## src/rtl/nonce_sequencer.sv

```systemverilog
// Nonce search sequencer: loads NUM_BLOCKS blocks from a registered-read memory and
// sweeps nonces through an external hash core until a result falls below target.
module nonce_sequencer #(
  parameter int                 DATA_SIZE  = 128,
  parameter int                 NONCE_W    = 32,
  parameter int                 HASH_W     = 24,
  parameter logic [NONCE_W-1:0] MAX_NONCE  = {NONCE_W{1'b1}},
  parameter int                 NUM_BLOCKS = 4
) (
  input  logic                         clk,
  input  logic                         reset_L,
  input  logic                         start,
  input  logic [HASH_W-1:0]            target,
  input  logic [DATA_SIZE-1:0]         block_in,
  output logic                         next,
  output logic                         hash_valid,
  input  logic                         hash_ready,
  output logic [DATA_SIZE+NONCE_W-1:0] hash_data,
  input  logic                         res_valid,
  input  logic [HASH_W-1:0]            res_hash,
  output logic                         found,
  output logic [NONCE_W-1:0]           found_nonce,
  output logic                         busy,
  output logic                         done
);

  localparam int BCNT_W = $clog2(NUM_BLOCKS + 1);

  typedef enum logic [2:0] {
    ST_IDLE  = 3'd0,
    ST_LOAD  = 3'd1,
    ST_ISSUE = 3'd2,
    ST_WAIT  = 3'd3,
    ST_DONE  = 3'd4
  } state_t;

  state_t                 state_r;
  logic                   load_cnt_r;
  logic [BCNT_W-1:0]      block_cnt_r;
  logic [DATA_SIZE-1:0]   block_reg_r;
  logic [NONCE_W-1:0]     nonce_r;

  logic                   hit_s;
  logic                   last_nonce_s;
  logic                   last_block_s;

  // Classify the current result and position within the run
  always_comb begin
    hit_s        = (res_hash < target);
    last_nonce_s = (nonce_r == MAX_NONCE);
    last_block_s = (block_cnt_r == BCNT_W'(NUM_BLOCKS - 1));
  end

  // Request payload comes straight from registers, so it is stable while stalled
  assign hash_data = {block_reg_r, nonce_r};

  // Main sequencer FSM with registered outputs
  always_ff @(posedge clk or negedge reset_L) begin
    if (!reset_L) begin
      state_r     <= ST_IDLE;
      load_cnt_r  <= 1'b0;
      block_cnt_r <= {BCNT_W{1'b0}};
      block_reg_r <= {DATA_SIZE{1'b0}};
      nonce_r     <= {NONCE_W{1'b0}};
      next        <= 1'b0;
      hash_valid  <= 1'b0;
      found       <= 1'b0;
      found_nonce <= {NONCE_W{1'b0}};
      busy        <= 1'b0;
      done        <= 1'b0;
    end else begin
      next  <= 1'b0;
      found <= 1'b0;
      case (state_r)
        ST_IDLE, ST_DONE: begin
          if (start) begin
            state_r     <= ST_LOAD;
            block_cnt_r <= {BCNT_W{1'b0}};
            load_cnt_r  <= 1'b0;
            done        <= 1'b0;
            busy        <= 1'b1;
          end
        end
        // Two cycles: one for the pointer to move, one for the registered read
        ST_LOAD: begin
          if (load_cnt_r) begin
            block_reg_r <= block_in;
            nonce_r     <= {NONCE_W{1'b0}};
            load_cnt_r  <= 1'b0;
            hash_valid  <= 1'b1;
            state_r     <= ST_ISSUE;
          end else begin
            load_cnt_r  <= 1'b1;
          end
        end
        ST_ISSUE: begin
          if (hash_ready) begin
            hash_valid <= 1'b0;
            state_r    <= ST_WAIT;
          end
        end
        ST_WAIT: begin
          if (res_valid) begin
            if (hit_s || last_nonce_s) begin
              found       <= hit_s;
              if (hit_s) begin
                found_nonce <= nonce_r;
              end
              next        <= 1'b1;
              block_cnt_r <= block_cnt_r + BCNT_W'(1);
              if (last_block_s) begin
                state_r <= ST_DONE;
                busy    <= 1'b0;
                done    <= 1'b1;
              end else begin
                state_r <= ST_LOAD;
              end
            end else begin
              nonce_r    <= nonce_r + NONCE_W'(1);
              hash_valid <= 1'b1;
              state_r    <= ST_ISSUE;
            end
          end
        end
        default: begin
          state_r    <= ST_IDLE;
          hash_valid <= 1'b0;
          busy       <= 1'b0;
          done       <= 1'b0;
        end
      endcase
    end
  end

endmodule

```

## config.mk

```make
export PLATFORM = sky130hd
export DESIGN_NAME = nonce_sequencer
export DESIGN_NICKNAME = d
export VERILOG_FILES = /design/src/rtl/nonce_sequencer.sv
export SDC_FILE = /design/constraint.sdc
export NUM_CORES = 1
export LEC_CHECK = 0
export ABC_CLOCK_PERIOD_IN_PS = 5000
export BUFFER_PORTS_ARGS = -buffer_cell sky130_fd_sc_hd__buf_4
export CORE_MARGIN = 4
export CORE_UTILIZATION = 46
export DETAILED_ROUTE_END_ITERATION = 12
export GPL_ROUTABILITY_DRIVEN = 1
export PLACE_DENSITY = 0.88
export SETUP_SLACK_MARGIN = 0.3
export SLEW_MARGIN = 10
export SYNTH_ARGS = -nofsm -noshare
export SYNTH_HDL_FRONTEND = slang
export SYNTH_SLANG_ARGS = --single-unit
```

## constraint.sdc

```tcl
create_clock -name clk -period 5 [get_ports clk]
set_input_delay 1 -clock clk [delete_from_list [all_inputs] [get_ports clk]]
set_output_delay 1 -clock clk [all_outputs]
set_load 0.02 [all_outputs]
```

; ---- Word-level counts from Yosys, hierarchy flattened
; Cells that the tools add are included.
[op_classes]
muxes = 38
bitwise = 2
add_sub_neg = 2
n_reduce_logical = 15
magnitude_cmp = 1
n_eq_ne = 13
[ops]
columns = operator, count
row1 = 2-to-1 mux 32 bit, 3
row2 = one-hot mux 32 bit (2 select lines), 1
row3 = "adder 32 x 1 -> 32 bit, second input constant", 1
row4 = "== test 32 bit, second input constant", 1
row5 = 2-to-1 mux 3 bit, 9
row6 = less-than comparator 24 bit, 1
row7 = 2-to-1 mux 1 bit, 19
row8 = AND reduction 4 bit, 4
row9 = "!= test 2 bit, second input constant", 7
row10 = one-hot mux 3 bit (4 select lines), 1
row11 = AND reduction 5 bit, 2
row12 = "== test 3 x 2 -> 1 bit, second input constant", 3
row13 = one-hot mux 1 bit (3 select lines), 2
row14 = one-hot mux 3 bit (2 select lines), 1
row15 = nonzero test 2 bit, 3
row16 = one-hot mux 1 bit (4 select lines), 1
row17 = AND reduction 2 bit, 2
row18 = OR reduction 2 bit, 2
row19 = "adder 3 x 1 -> 3 bit, second input constant", 1
row20 = "== test 3 x 1 -> 1 bit, second input constant", 1
row21 = "== test 3 bit, second input constant", 1
row22 = logical NOT 3 bit, 1
row23 = NOT 1 bit, 2
row24 = one-hot mux 1 bit (2 select lines), 1
row25 = logical OR 1 bit, 1
[word_totals]
inputBits = 181
regBits = 204
word_cells = 82
output_inout_bits = 197

; ---- Depth between registers and ports, before layout
[depth]
word_depth = 5
ltp_mapped = 12
depth_no_buf = 10

; ---- Worst setup path after synthesis
; Ideal clock, no wire load.
[synth_path]
path_kind = input to register
start = input target[23]
end = register nonce_r[25]
arrival_time_ps = 3107
slack_ps = 1764
path_buffers = 2
setup_ps = 129
stages = 12
required_ps = 4871
path_cell_list = inv_1 > ha_1 > nand4_2 > nor4_2 > and4_1 > a221o_2 > nor2_1 > o31a_1 > buf_6 > buf_2 > o311ai_1 > nand2_1
[synth_via]
elab_chain_cells = 4
[synth_rtl]
columns = item, line_no
row1 = from (decl), 13  ; input logic [HASH_W-1:0] target,
row2 = less-than comparator 24 bit, 49  ; hit_s = (res_hash < target);
row3 = logical OR 1 bit, 104  ; if (hit_s || last_nonce_s) begin
row4 = != test 2 bit (no source line), n/a
row5 = AND reduction 4 bit (no source line), n/a
row6 = to (signal assigned), 64  ; nonce_r <= {NONCE_W{1'b0}};
row7 = to (signal assigned), 88  ; nonce_r <= {NONCE_W{1'b0}};
row8 = to (signal assigned), 119  ; nonce_r <= nonce_r + NONCE_W'(1);
row9 = to (decl), 41  ; logic [NONCE_W-1:0] nonce_r;
; Every way passes these cells.
; A chain may end at the register's enable or synchronous reset.

; ---- Worst setup path in the final report
[layout_path]
start = input res_hash[19]
end = register nonce_r[22]
[layout_via]
elab_chain_cells = 4
[layout_rtl]
columns = item, line_no
row1 = from (decl), 20  ; input logic [HASH_W-1:0] res_hash,
row2 = less-than comparator 24 bit, 49
row3 = logical OR 1 bit, 104
row4 = != test 2 bit (no source line), n/a
row5 = AND reduction 4 bit (no source line), n/a
; Every way passes these cells.

==> impl_metrics.toml <==
[yosys]
syn_avg_cell_area_um2 = 9.26
synth_top_area_share_pct = 56.7
async_flop_share_pct = 100
synth_fp_nets = 1179
synth.cell_area_mm2 = 0.00900
yosys_warnings = 0
synthTopCellsByArea = "dfrtp_1 (57%), nand2_1 (18%), mux2_2 (4.0%)"
ys_seq_area_share_pct = 56.7
yosys.area.top_type = "dfrtp_1"
synth_ff_type = "dfrtp_1"
synth.distinct_cells = 48
syn_inst = 972
synth_edf_count = 0
ys_ff_latch = 204

[setup_path]
critPathCapture = "nonce_r[22]$_DFFE_PN0P_"
crit_required_ns = 5.42
r2r_setup_slack_ns = 1.80
reg2reg_to = "nonce_r[17]$_DFFE_PN0P_"
cp_cell_sequence = "buf_4 > ha_1 > nand4_1 > nor4_2 > and4_1 > a221o_2 > nor2_1 > o31a_1 > or4_1 > a21oi_1"
worstRegToRegCells = 6
criticalPathCategory = "primary input to register"
startpoint = "res_hash[19]"
cp_max_fo = 35
cp.arrival_ns = 3.83
r2r_start = "state_r[1]$_DFFE_PN0P_"
setup.worst_path.end_class = "register"
critical_path.max_stage_delay_ns = 0.65
crit_slowest_cell = "o31a_1"
start_kind = "primary input"

[cells_and_area]
multi_input_area_mm2 = 0.00360
final_common_cell = "nand2_1"
final_cell_mix = "nand2_1 (425), buf_4 (381), dfrtp_1 (204), a21oi_1 (35), mux2_2 (32)"
finalNetCount = 1539
stdcell_area_mm2 = 0.0129
area_delta_synth_final_pct = 42.8
fin_util_pct = 67.9
seqCellArea_mm2 = 0.00510
drive_gt1_share_pct = 34.7
finalNonFillerCells = 1607
fill_cells = 1438
diodes = 0

[worst_hold_path]
hold_class = "register to register"

[sta]
min_period_over_period_pct = 68.1
tightest_slew_ns = 1.18
finalSetupViolations = 0
finClkSkew_ns = 0.00894
setup_tns_ns = 0
hold_ws_ns = 0.476
fmax_ghz = 0.294
relSlewSlack_pct = 21.0
period_minus_slack_ns = 3.41
drv_slew = 0
rsz0062_at_grt = "false"
hold_violations = 0

[detailed_routing]
drc = 0
wl_per_cell_um = 17.4
via_count = 8209
drt-initial-drc-count = 495
firstDrtPassIters = 5
drtAntennaViolNets = 0
wl_um = 27900
via_per_inst = 5.11

[global_routing]
antenna_found_initial = 0
grt_util_met1_pct = 29.3
global_route.usage.met3_pct = 6.93
grt-ovfl-total = 0
grt_pass1_vias = 8389
grt_pass1_wl_um = 43800
grt.met2_usage_pct = 41.9
grt_max_degree = 110
grt-busiest-layer = "met2"
grtUsageTotal_pct = 24.7

[floorplanning]
io_pins = 378
die_height_um = 148
rows = 50
core_area_mm2 = 0.0190
dieArea_mm2 = 0.0219
start_util_pct = 47.5
die_w_um = 148

[clock_network]
clock_latency_ns = 0.51
cts_buffer_depth = 3
cts_tree = "yes"
clk_pin_slew_ns = 0.06
cts_hold_buf = 0
clkSinkCount = 204
cts_setup_buffers = 0
numCtsBuffers = 23
root_buffer = "clkbuf_16"
htreeDepth = 1
cts-resized-gates = 0

[outcome]
status = "finished, final reports clean"

[place]
portBuffers = 377
placed_cells_incl_taps = 1567
placed_area_mm2 = 0.0120
gp_congestion = 0.885
dp.final_hpwl_um = 20300

[job]
drv_cap = 0

[pwr]
peakVddDrop_mv = 0.397
p_leak_uw = 0.00692
powerDensity_mw_per_mm2 = 655
==> flip-flops by register name, summed over array words and instances (netlist names), 3 cells and up <==
register and flops:
nonce_r 32, block_cnt_r 3, state_r 3, found_nonce 32, block_reg_r 128
==> through the flow <==
stage / setup WS (ns) / power [uW]
floorplan: 1.76 / 4840
detailed placement: 1.10 / 6620
global placement: 1.19 / 6470
global route: 1.37 / 8910
CTS: 1.63 / 8490
finish: 1.59 / 8430
==> cells in the mapped netlist, types with 3 or more instances <==
master / number
nand2b_1: 8
and4_1: 3
nand3_1: 20
ha_1: 26
nor4_1: 3
nor2_1: 20
a21o_1: 4
mux2_2: 32
or2_2: 3
nand2_1: 425
o31ai_1: 12
inv_1: 31
a31o_2: 3
mux2i_1: 7
o31a_1: 3
or4_1: 13
o21ai_0: 12
a21oi_1: 35
xnor2_1: 4
buf_2: 8
clkbuf_1: 35
buf_1: 4
o21a_1: 4
dfrtp_1: 204
nand4_1: 11
and2_1: 5
nor3_1: 7
==> worst min-delay path by stage <==
stage	startpoint	to	slack [ns]	cells past startpoint
global placement	block_reg_r[46]$_DFFE_PN0P_	block_reg_r[46]$_DFFE_PN0P_	0.46	2
floorplan	block_cnt_r[0]$_DFFE_PN0P_	block_cnt_r[0]$_DFFE_PN0P_	0.45	1
finish	block_reg_r[57]$_DFFE_PN0P_	block_reg_r[57]$_DFFE_PN0P_	0.48	2
detailed placement	block_reg_r[124]$_DFFE_PN0P_	block_reg_r[124]$_DFFE_PN0P_	0.46	2
global route	block_reg_r[108]$_DFFE_PN0P_	block_reg_r[108]$_DFFE_PN0P_	0.49	2
CTS	block_reg_r[32]$_DFFE_PN0P_	block_reg_r[32]$_DFFE_PN0P_	0.48	2
==> cell families after synthesis <==
group	synth area share, %
and+or+nand+nor	24.7
DFF	56.7
AOI/OAI and AO/OA	6.34
buffers and inverters	3.53
muxes	4.78
adders and majority gates	3.61
xor gates and xnor gates	0.389
==> cell type report <==
cell class	instances	share of cell area (%)
Inverter	32	0.934
Sequential cell	204	39.7
Multi-Input combinational cell	688	28.0
Tap cell	260	2.53
Clock inverter	13	1.56
Timing Repair Buffer	383	22.5
Clock buffer	27	4.82
==> layer usage <==
metal / wire length, um / up-vias
met2: 13800 / 349
met3: 2240 / 91
met5: 0 / -
met1: 10400 / 3868
li1: - / 3901
met4: 1550 / 0
==> critical path: cells and delay by family <==
| kind | cells | cell delay, ns |
|---|---|---|
| fa+ha+maj | 1 | 0.30 |
| compound gates | 3 | 1.00 |
| buf+inv | 1 | 0.11 |
| simple gates | 5 | 1.41 |
==> power breakdown <==
part           switching, uW  internal (uW)
logic                   2150           1480
registers                584           2390
clock network            678           1140
Note: power is estimated with default switching activity, not from simulation.
